**src/rtl/crop_writer.sv**
```systemverilog
// crop_writer: takes one full AXI-Stream frame per ap_start and forwards only the
// OUT_ROWS x OUT_COLS window at (row_offset, col_offset), in raster order, through a
// single output register.
module crop_writer #(
  parameter int unsigned IN_ROWS  = 32,
  parameter int unsigned IN_COLS  = 32,
  parameter int unsigned OUT_ROWS = 10,
  parameter int unsigned OUT_COLS = 10
) (
  input  logic                       clk,
  input  logic                       srst,
  input  logic                       ap_start,
  output logic                       ap_ready,
  output logic                       ap_idle,
  output logic                       ap_done,
  input  logic [$clog2(IN_ROWS)-1:0] row_offset,
  input  logic [$clog2(IN_COLS)-1:0] col_offset,
  output logic                       cfg_err,
  input  logic                       s_axis_tvalid,
  output logic                       s_axis_tready,
  input  logic [7:0]                 s_axis_tdata,
  input  logic                       s_axis_tuser,
  output logic                       m_axis_tvalid,
  input  logic                       m_axis_tready,
  output logic [7:0]                 m_axis_tdata,
  output logic                       m_axis_tlast
);

  localparam int unsigned OffRW = $clog2(IN_ROWS);
  localparam int unsigned OffCW = $clog2(IN_COLS);
  localparam int unsigned RowW  = OffRW + 1;
  localparam int unsigned ColW  = OffCW + 1;
  localparam int unsigned OutN  = OUT_ROWS * OUT_COLS;
  localparam int unsigned CntW  = $clog2(OutN) + 1;

  typedef enum logic [1:0] {StIdle, StWaitSof, StCrop, StDrain} state_e;

  state_e           state_q, state_d;
  logic [OffRW-1:0] row_off_q, row_off_d;
  logic [OffCW-1:0] col_off_q, col_off_d;
  logic [RowW-1:0]  in_row_q, in_row_d;
  logic [ColW-1:0]  in_col_q, in_col_d;
  logic [CntW-1:0]  out_cnt_q, out_cnt_d;
  logic             cfg_err_q, cfg_err_d;
  logic             done_q, done_d;
  logic             valid_q, last_q;
  logic [7:0]       data_q;

  logic [RowW-1:0]  cur_row;
  logic [ColW-1:0]  cur_col;
  logic [CntW-1:0]  cur_cnt;
  logic             sof_pos;
  logic             in_win;
  logic             bad_cfg;
  logic             out_free;
  logic             beat_ok;
  logic             accept;
  logic             load;

  // Position of the beat currently on the input: a tuser beat is always pixel (0,0).
  always_comb begin
    sof_pos = s_axis_tuser || (state_q == StWaitSof);
    cur_row = sof_pos ? '0 : in_row_q;
    cur_col = sof_pos ? '0 : in_col_q;
    cur_cnt = sof_pos ? '0 : out_cnt_q;
    // Widened 32-bit compares so offset+size never wraps.
    in_win  = (32'(cur_row) >= 32'(row_off_q)) && (32'(cur_row) < 32'(row_off_q) + OUT_ROWS) &&
              (32'(cur_col) >= 32'(col_off_q)) && (32'(cur_col) < 32'(col_off_q) + OUT_COLS);
    bad_cfg = (32'(row_offset) + OUT_ROWS > IN_ROWS) || (32'(col_offset) + OUT_COLS > IN_COLS);
    out_free = !valid_q || m_axis_tready;
  end

  // Next-state, counters and handshake.
  always_comb begin
    state_d       = state_q;
    row_off_d     = row_off_q;
    col_off_d     = col_off_q;
    in_row_d      = in_row_q;
    in_col_d      = in_col_q;
    out_cnt_d     = out_cnt_q;
    cfg_err_d     = cfg_err_q;
    done_d        = 1'b0;
    s_axis_tready = 1'b0;
    beat_ok       = 1'b0;
    load          = 1'b0;

    unique case (state_q)
      StIdle: begin
        if (ap_start) begin
          row_off_d = row_offset;
          col_off_d = col_offset;
          cfg_err_d = bad_cfg;
          in_row_d  = '0;
          in_col_d  = '0;
          out_cnt_d = '0;
          if (bad_cfg) done_d = 1'b1;
          else         state_d = StWaitSof;
        end
      end
      StWaitSof: begin
        // Output register is always empty here, so no stall is needed.
        s_axis_tready = 1'b1;
        beat_ok       = s_axis_tuser;
      end
      StCrop: begin
        s_axis_tready = in_win ? out_free : 1'b1;
        beat_ok       = 1'b1;
      end
      StDrain: begin
        if (out_free) begin
          state_d = StIdle;
          done_d  = 1'b1;
        end
      end
    endcase

    accept = s_axis_tvalid && s_axis_tready && beat_ok;

    if (accept) begin
      if (cur_col == ColW'(IN_COLS - 1)) begin
        in_col_d = '0;
        in_row_d = cur_row + RowW'(1);
      end else begin
        in_col_d = cur_col + ColW'(1);
        in_row_d = cur_row;
      end
      out_cnt_d = cur_cnt;
      if (in_win) begin
        load      = 1'b1;
        out_cnt_d = cur_cnt + CntW'(1);
      end
      // tuser anywhere but (0,0) is a resync.
      if (state_q == StCrop && s_axis_tuser && (in_row_q != '0 || in_col_q != '0)) begin
        cfg_err_d = 1'b1;
      end
      if (cur_row == RowW'(IN_ROWS - 1) && cur_col == ColW'(IN_COLS - 1)) state_d = StDrain;
      else if (state_q == StWaitSof)                                      state_d = StCrop;
    end
  end

  // Control state and counters.
  always_ff @(posedge clk) begin
    if (srst) begin
      state_q   <= StIdle;
      row_off_q <= '0;
      col_off_q <= '0;
      in_row_q  <= '0;
      in_col_q  <= '0;
      out_cnt_q <= '0;
      cfg_err_q <= 1'b0;
      done_q    <= 1'b0;
    end else begin
      state_q   <= state_d;
      row_off_q <= row_off_d;
      col_off_q <= col_off_d;
      in_row_q  <= in_row_d;
      in_col_q  <= in_col_d;
      out_cnt_q <= out_cnt_d;
      cfg_err_q <= cfg_err_d;
      done_q    <= done_d;
    end
  end

  // Single output register: reload wins over drain, data held while stalled.
  always_ff @(posedge clk) begin
    if (srst) begin
      valid_q <= 1'b0;
      data_q  <= '0;
      last_q  <= 1'b0;
    end else if (load) begin
      valid_q <= 1'b1;
      data_q  <= s_axis_tdata;
      last_q  <= (cur_cnt == CntW'(OutN - 1));
    end else if (valid_q && m_axis_tready) begin
      valid_q <= 1'b0;
      last_q  <= 1'b0;
    end
  end

  // Output mapping.
  always_comb begin
    ap_ready      = (state_q == StIdle);
    ap_idle       = (state_q == StIdle);
    ap_done       = done_q;
    cfg_err       = cfg_err_q;
    m_axis_tvalid = valid_q;
    m_axis_tdata  = data_q;
    m_axis_tlast  = last_q;
  end

endmodule

```
**config.mk**
```make
export PLATFORM = sky130hd
export DESIGN_NAME = crop_writer
export DESIGN_NICKNAME = d
export VERILOG_FILES = /design/src/rtl/crop_writer.sv
export SDC_FILE = /design/constraint.sdc
export NUM_CORES = 1
export LEC_CHECK = 0
export ABC_AREA = 1
export BUFFER_PORTS_ARGS = -buffer_cell sky130_fd_sc_hd__buf_4
export CAP_MARGIN = 15
export CORE_UTILIZATION = 58
export CTS_CLUSTER_SIZE = 24
export DETAILED_ROUTE_END_ITERATION = 12
export PLACE_DENSITY = 0.79
export SYNTH_ARGS = -nofsm -noshare
export SYNTH_HDL_FRONTEND = slang
export SYNTH_SLANG_ARGS = --single-unit
```
**constraint.sdc**
```tcl
create_clock -name clk -period 5.6 [get_ports clk]
set_input_delay 1.12 -clock clk [delete_from_list [all_inputs] [get_ports clk]]
set_output_delay 1.12 -clock clk [all_outputs]
set_load 0.01 [all_outputs]
```
== Yosys cells after proc, flatten, opt, wreduce, memory -nomap -nowiden ==
Cells that the tools add are included.

* Magnitude comparators: 6
* Bitwise gates (word level): 0
* $add $sub $neg: 7
* Div/mod/pow operators: 0
* Multiply operators: 0
* Shifts and indexed selects: 0
* Muxes and demuxes: 36
* Reductions and logical operators: 22
* Eq/ne operators: 6

{| class="wikitable"
|+ Operator list
! cell !! count
|-
| $mux 6 || 8
|-
| $mux 8 || 5
|-
| $add 5x4->6 const B || 4
|-
| $mux 1 || 13
|-
| $add 6x1->6 const B || 2
|-
| $eq 6x5->1 const B || 2
|-
| $ge 6x5->1 || 2
|-
| $gt 6x6->1 const B || 2
|-
| $lt 6x6->1 || 2
|-
| $mux 2 || 6
|-
| $reduce_bool 6->1 || 2
|-
| $logic_and 1x1->1 || 9
|-
| $add 8x1->8 const B || 1
|-
| $eq 8x7->1 const B || 1
|-
| $pmux 1 s2 || 3
|-
| $reduce_bool 2->1 || 3
|-
| $eq 2x2->1 const B || 2
|-
| $logic_or 1x1->1 || 4
|-
| $pmux 2 s2 || 1
|-
| $reduce_and 2->1 || 2
|-
| $eq 2x1->1 const B || 1
|-
| $logic_not 2->1 || 1
|-
| $logic_not 1->1 || 1
|}

* Flip-flop bits (word level): 44
* Memories kept: 0
* Output and inout bits: 15
* RAM bits: 0
* Latch bits: 0
* Memory bits (read-only): 0
* Word-level logic and storage cells: 88
* Input port bits: 24

== Depth between registers and ports, before layout ==
* Word-level depth: 13
* Gate-level depth with buffers: 25
* Gate-level depth less buffers: 24

== Worst setup path before layout ==
Ideal clock, no wire load.

* Kind: input port to output port
* Start point: input port s_axis_tuser
* End point: output port s_axis_tready
* Data required time: 4.480 ns
* Slack: 1.607 ns
* Cell stages on the path: 14
* Arrival time: 2.873 ns
* Buffers on the path: 1
* Path through: inv_2 nand2_4 buf_2 nor2_1 ha_1 o21bai_1 nand2_1 nand3_1 nand2_2 a21oi_4 nor2_8 nand4_2 nand2_2 a21oi_1

* Longest elaborated chain between the ends: 8
* Elaborated cells between the ends (all ways): 12
* Classes of those cells: 4 x order compare; 4 x mux; 4 x reduce/logical

{| class="wikitable"
|+ RTL lines
! what !! RTL line !! source
|-
| start: declaration || 22 || <nowiki>input logic s_axis_tuser,</nowiki>
|-
| $logic_or 1x1->1 (*) || 62 || <nowiki>sof_pos = s_axis_tuser || (state_q == StWaitSof);</nowiki>
|-
| $mux 6 || 63 || <nowiki>cur_row = sof_pos ? '0 : in_row_q;</nowiki>
|-
| $ge 6x5->1 or $lt 6x6->1 (tied branches) || 67 || <nowiki>in_win = (32'(cur_row) >= 32'(row_off_q)) && (32'(cur_row) < 32'(row_off_q) + OUT_ROWS) &&</nowiki>
|-
| $logic_and 1x1->1 (2 in series) || 67 ||
|-
| $logic_and 1x1->1 (*) || 68 || <nowiki>(32'(cur_col) >= 32'(col_off_q)) && (32'(cur_col) < 32'(col_off_q) + OUT_COLS);</nowiki>
|-
| $mux 1 (*) || 106 || <nowiki>s_axis_tready = in_win ? out_free : 1'b1;</nowiki>
|-
| $pmux 1 s2 (*) || 87 || <nowiki>unique case (state_q)</nowiki>
|-
| end: declaration || 20 || <nowiki>output logic s_axis_tready,</nowiki>
|}

Every way passes the cells marked *; elsewhere a longest branch is shown, timed or not.

== Worst setup path after layout ==
Same ends and word-level chain as after synthesis.

==> impl_metrics.yaml <==
run_status:
  status: "finished clean"
synth:
  synth_fa_ha_area_share_pct: 10.9
  syn_nets: 545
  synth_mux_area_share_pct: 0
  synth_top_area_share_pct: 26.4
  syn_area_per_cell_um2: 6.79
  netlist_top_cells_area: "dfxtp_1 26%, ha_1 11%, nand2_1 10%"
  ys_seq_elements: 44
  synth_compound_area_share_pct: 11.7
  synthesis.area_um2: 3340
  synth-xor-area-share_pct: 3.67
  ys_warn_count: 0
  yosysTopAreaCell: "dfxtp_1"
  synthCells: 492
  synth.yosys.seq_area_share_pct: 26.4
  synthTopCellsByCount: "92 x nand2_1, 81 x inv_1, 44 x dfxtp_1"
  async_flop_share_pct: 0
  synth_ff_type: "dfxtp_1"
  synth_edf_count: 0
  synth_simple_gate_area_share_pct: 34.9
  synth_most_common_cell: "nand2_1"
  synth_top_family_by_area: "simple AND/OR/NAND/NOR gates"
  ys_types: 38
timing:
  finalSetupViolations: 0
  holdWs_ns: 0.493
  slew_viol_final: 0
  skew_ns: 0.0110
  rsz0062_at_grt: "no"
  final_hold_viol_count: 0
  period_minus_slack_ns: 4.40
  min_period_over_period_pct: 78.6
  max_clock_freq_mhz: 227
  worstMarginPinSlew_ns: 0.955
  fin_setup_tns_ns: 0
  max_slew_margin_pct: 36.3
placed_design:
  port-buffer-count: 38
  place_hpwl_mm: 5.82
  place_congestion: 0.899
  dp_cells: 584
  detailed_place.area_um2: 3630
pwr:
  sw_frac_of_total_pct: 33.3
  p_sw_uw: 230
  p_int_uw: 461
  power_frac_comb_pct: 23.4
  powerDensity_nw_per_um2: 186
  p_leak_uw: 0.00171
  p_seq_share_pct: 47.8
  finalPower_uw: 692
  ir_worst_vdd_mv: 0.141
  clkPwrFrac_pct: 28.8
critical_path:
  critPathSlowestCell: "ha_1"
  worstPathMaxFanout: 16
  path_class: "input pin to output pin"
  cp_cell_sequence: "buf_4 > inv_2 > nand2_4 > nor2_1 > ha_1 > o21bai_1 > nand2_1 > nand3_1 > nand2_2 > a21oi_4 > nor2_8 > nand4_2 > nand2_2 > a21oi_1 > buf_4"
  crit_arrival_ns: 3.28
  slowest_delay_ns: 0.31
  cp.required_ns: 4.48
  startpoint_type: "input pin"
  end_kind: "output pin"
clock_network:
  h-tree-depth: 2
  tritoncts: "yes"
  clockBufferDepth: 2
  clk_latency_ns: 0.30
  cts.sinks: 44
  ctsResizeCount: 0
  cts_hold_repair.buffers: 0
  clk_pin_slew_ns: 0.09
  cts_inserted_buffers: 5
  root_buffer: "clkbuf_8"
  postCtsSetupBuffers: 0
finish:
  synthToLayoutAreaGrowth_pct: 11.2
  n_fill_cell: 520
  nets: 572
  antenna_cells: 0
  drive_above_1_share_pct: 15.8
  stdcell_count: 591
  final_cell_area_um2: 3710
global_route:
  grt.overflow.total: 0
  grt_max_degree: 40
  antenna_found_initial: 0
  grt_pass1_vias: 3050
  grt_usage_pct: 27.4
  grt_pass1_wl_mm: 13.4
detailed_routing:
  drc: 0
  drt-initial-drc-count: 167
  ant_nets: 0
  first_pass_iters: 5
  drt-vias-per-instance: 5.52
  routed_wl_mm: 7.94
  via_count: 3264
  routedWlPerCell_um: 13.4
floorplan:
  dieArea_um2: 6070
  core_um2: 5540
  initial_core_util_pct: 60.3
  die_w_um: 77.9
  die_h_um: 77.9
  num_rows: 27
  io_pins: 39
job:
  cap_violations: 0
worst_hold_path:
  holdCritPathClass: "flip-flop to flip-flop"
[cells by family (layout without fill, tap and decap cells)]
group | Yosys count | in the layout
AND/OR/NAND/NOR | 230 | 230
XOR/XNOR | 14 | 14
buffers and inverters | 105 | 132
adder cells (fa/ha/maj) | 29 | 29
AO/OA/AOI/OAI | 70 | 70
flip-flops | 44 | 44
[registers in the layout (all words and copies together), names as in the netlist]
| signal | count |
|---|---|
| col_off_q | 5 |
| m_axis_tdata | 8 |
| m_axis_tlast | 1 |
| state_q | 2 |
| m_axis_tvalid | 1 |
| cfg_err | 1 |
| out_cnt_q | 8 |
| in_row_q | 6 |
| row_off_q | 5 |
| in_col_q | 6 |
| ap_done | 1 |
[power by group through the flow]
| stage | Clock, uW | Sequential, uW | Combinational [uW] |
|---|---|---|---|
| 6_report | 199 | 331 | 162 |
| 5_1_grt | 215 | 332 | 179 |
| 4_1_cts | 203 | 331 | 160 |
| 3_5_place_dp | 0 | 338 | 160 |
| 3_3_place_gp | 0 | 338 | 155 |
| 2_1_floorplan | 0 | 336 | 114 |
[worst paths after layout]
kind	slack (ns)	startpoint	cells after the start	to
setup / recovery	1.20	s_axis_tuser	15	s_axis_tready
hold / removal	0.49	out_cnt_q[1]	2	out_cnt_q[1]
setup reg to reg	1.96	state_q[1]	18	in_col_q[4]
hold reg to reg	0.49	out_cnt_q[1]	2	out_cnt_q[1]
[critical path, delay by kind of cell]
family / cells / cell delay (ns)
AOI/OAI and AO/OA: 3 / 0.58
and+or+nand+nor: 8 / 0.90
adders and majority gates: 1 / 0.31
buffers and inverters: 3 / 0.37
[per-stage QoR]
stage                     setup WS, ns  util (%)
after floorplan                   1.61         -
after global placement            1.34      65.6
after detailed placement          1.25      65.6
after CTS                         1.24      67.1
after global routing              1.02      67.1
final                             1.20      67.1
[per-layer routing]
metal | track usage, % | vias to the layer above | routed length, um
met2 | 45.8 | 106 | 3760
met5 | 0 | - | 0
met1 | 35.3 | 1494 | 3600
met3 | 4.71 | 16 | 422
li1 | - | 1648 | -
met4 | 10.0 | 0 | 157
[cell type report]
class                      instances  area, um2  area share [%]
clock buffer                       5       68.8            1.85
multi-input combinational        343       2040            55.0
inverter                          85        319            8.59
tap                               72       90.1            2.43
sequential                        44        881            23.7
clock inverter                     2       12.5           0.337
timing repair buffer              40        300            8.08
[layout by cell type (no fill, tap or decap), drive strengths merged]
cell type	netlist	final
nor4	4	4
clkbuf	10	5
nand2	98	98
o211ai	1	1
o21bai	2	2
clkinv	0	1
a21o	1	1
o21ai	19	19
a21oi	42	42
a311oi	1	1
buf	10	40
nand4	34	34
clkinvlp	0	1
nor2	54	54
o21a	1	1
nand3	33	33
a21boi	3	3
dfxtp	44	44
nor3	6	6
xnor2	3	3
inv	85	85
or2	1	1
xor2	11	11
ha	29	29
No activity file was read; power rests on OpenSTA's default activity.
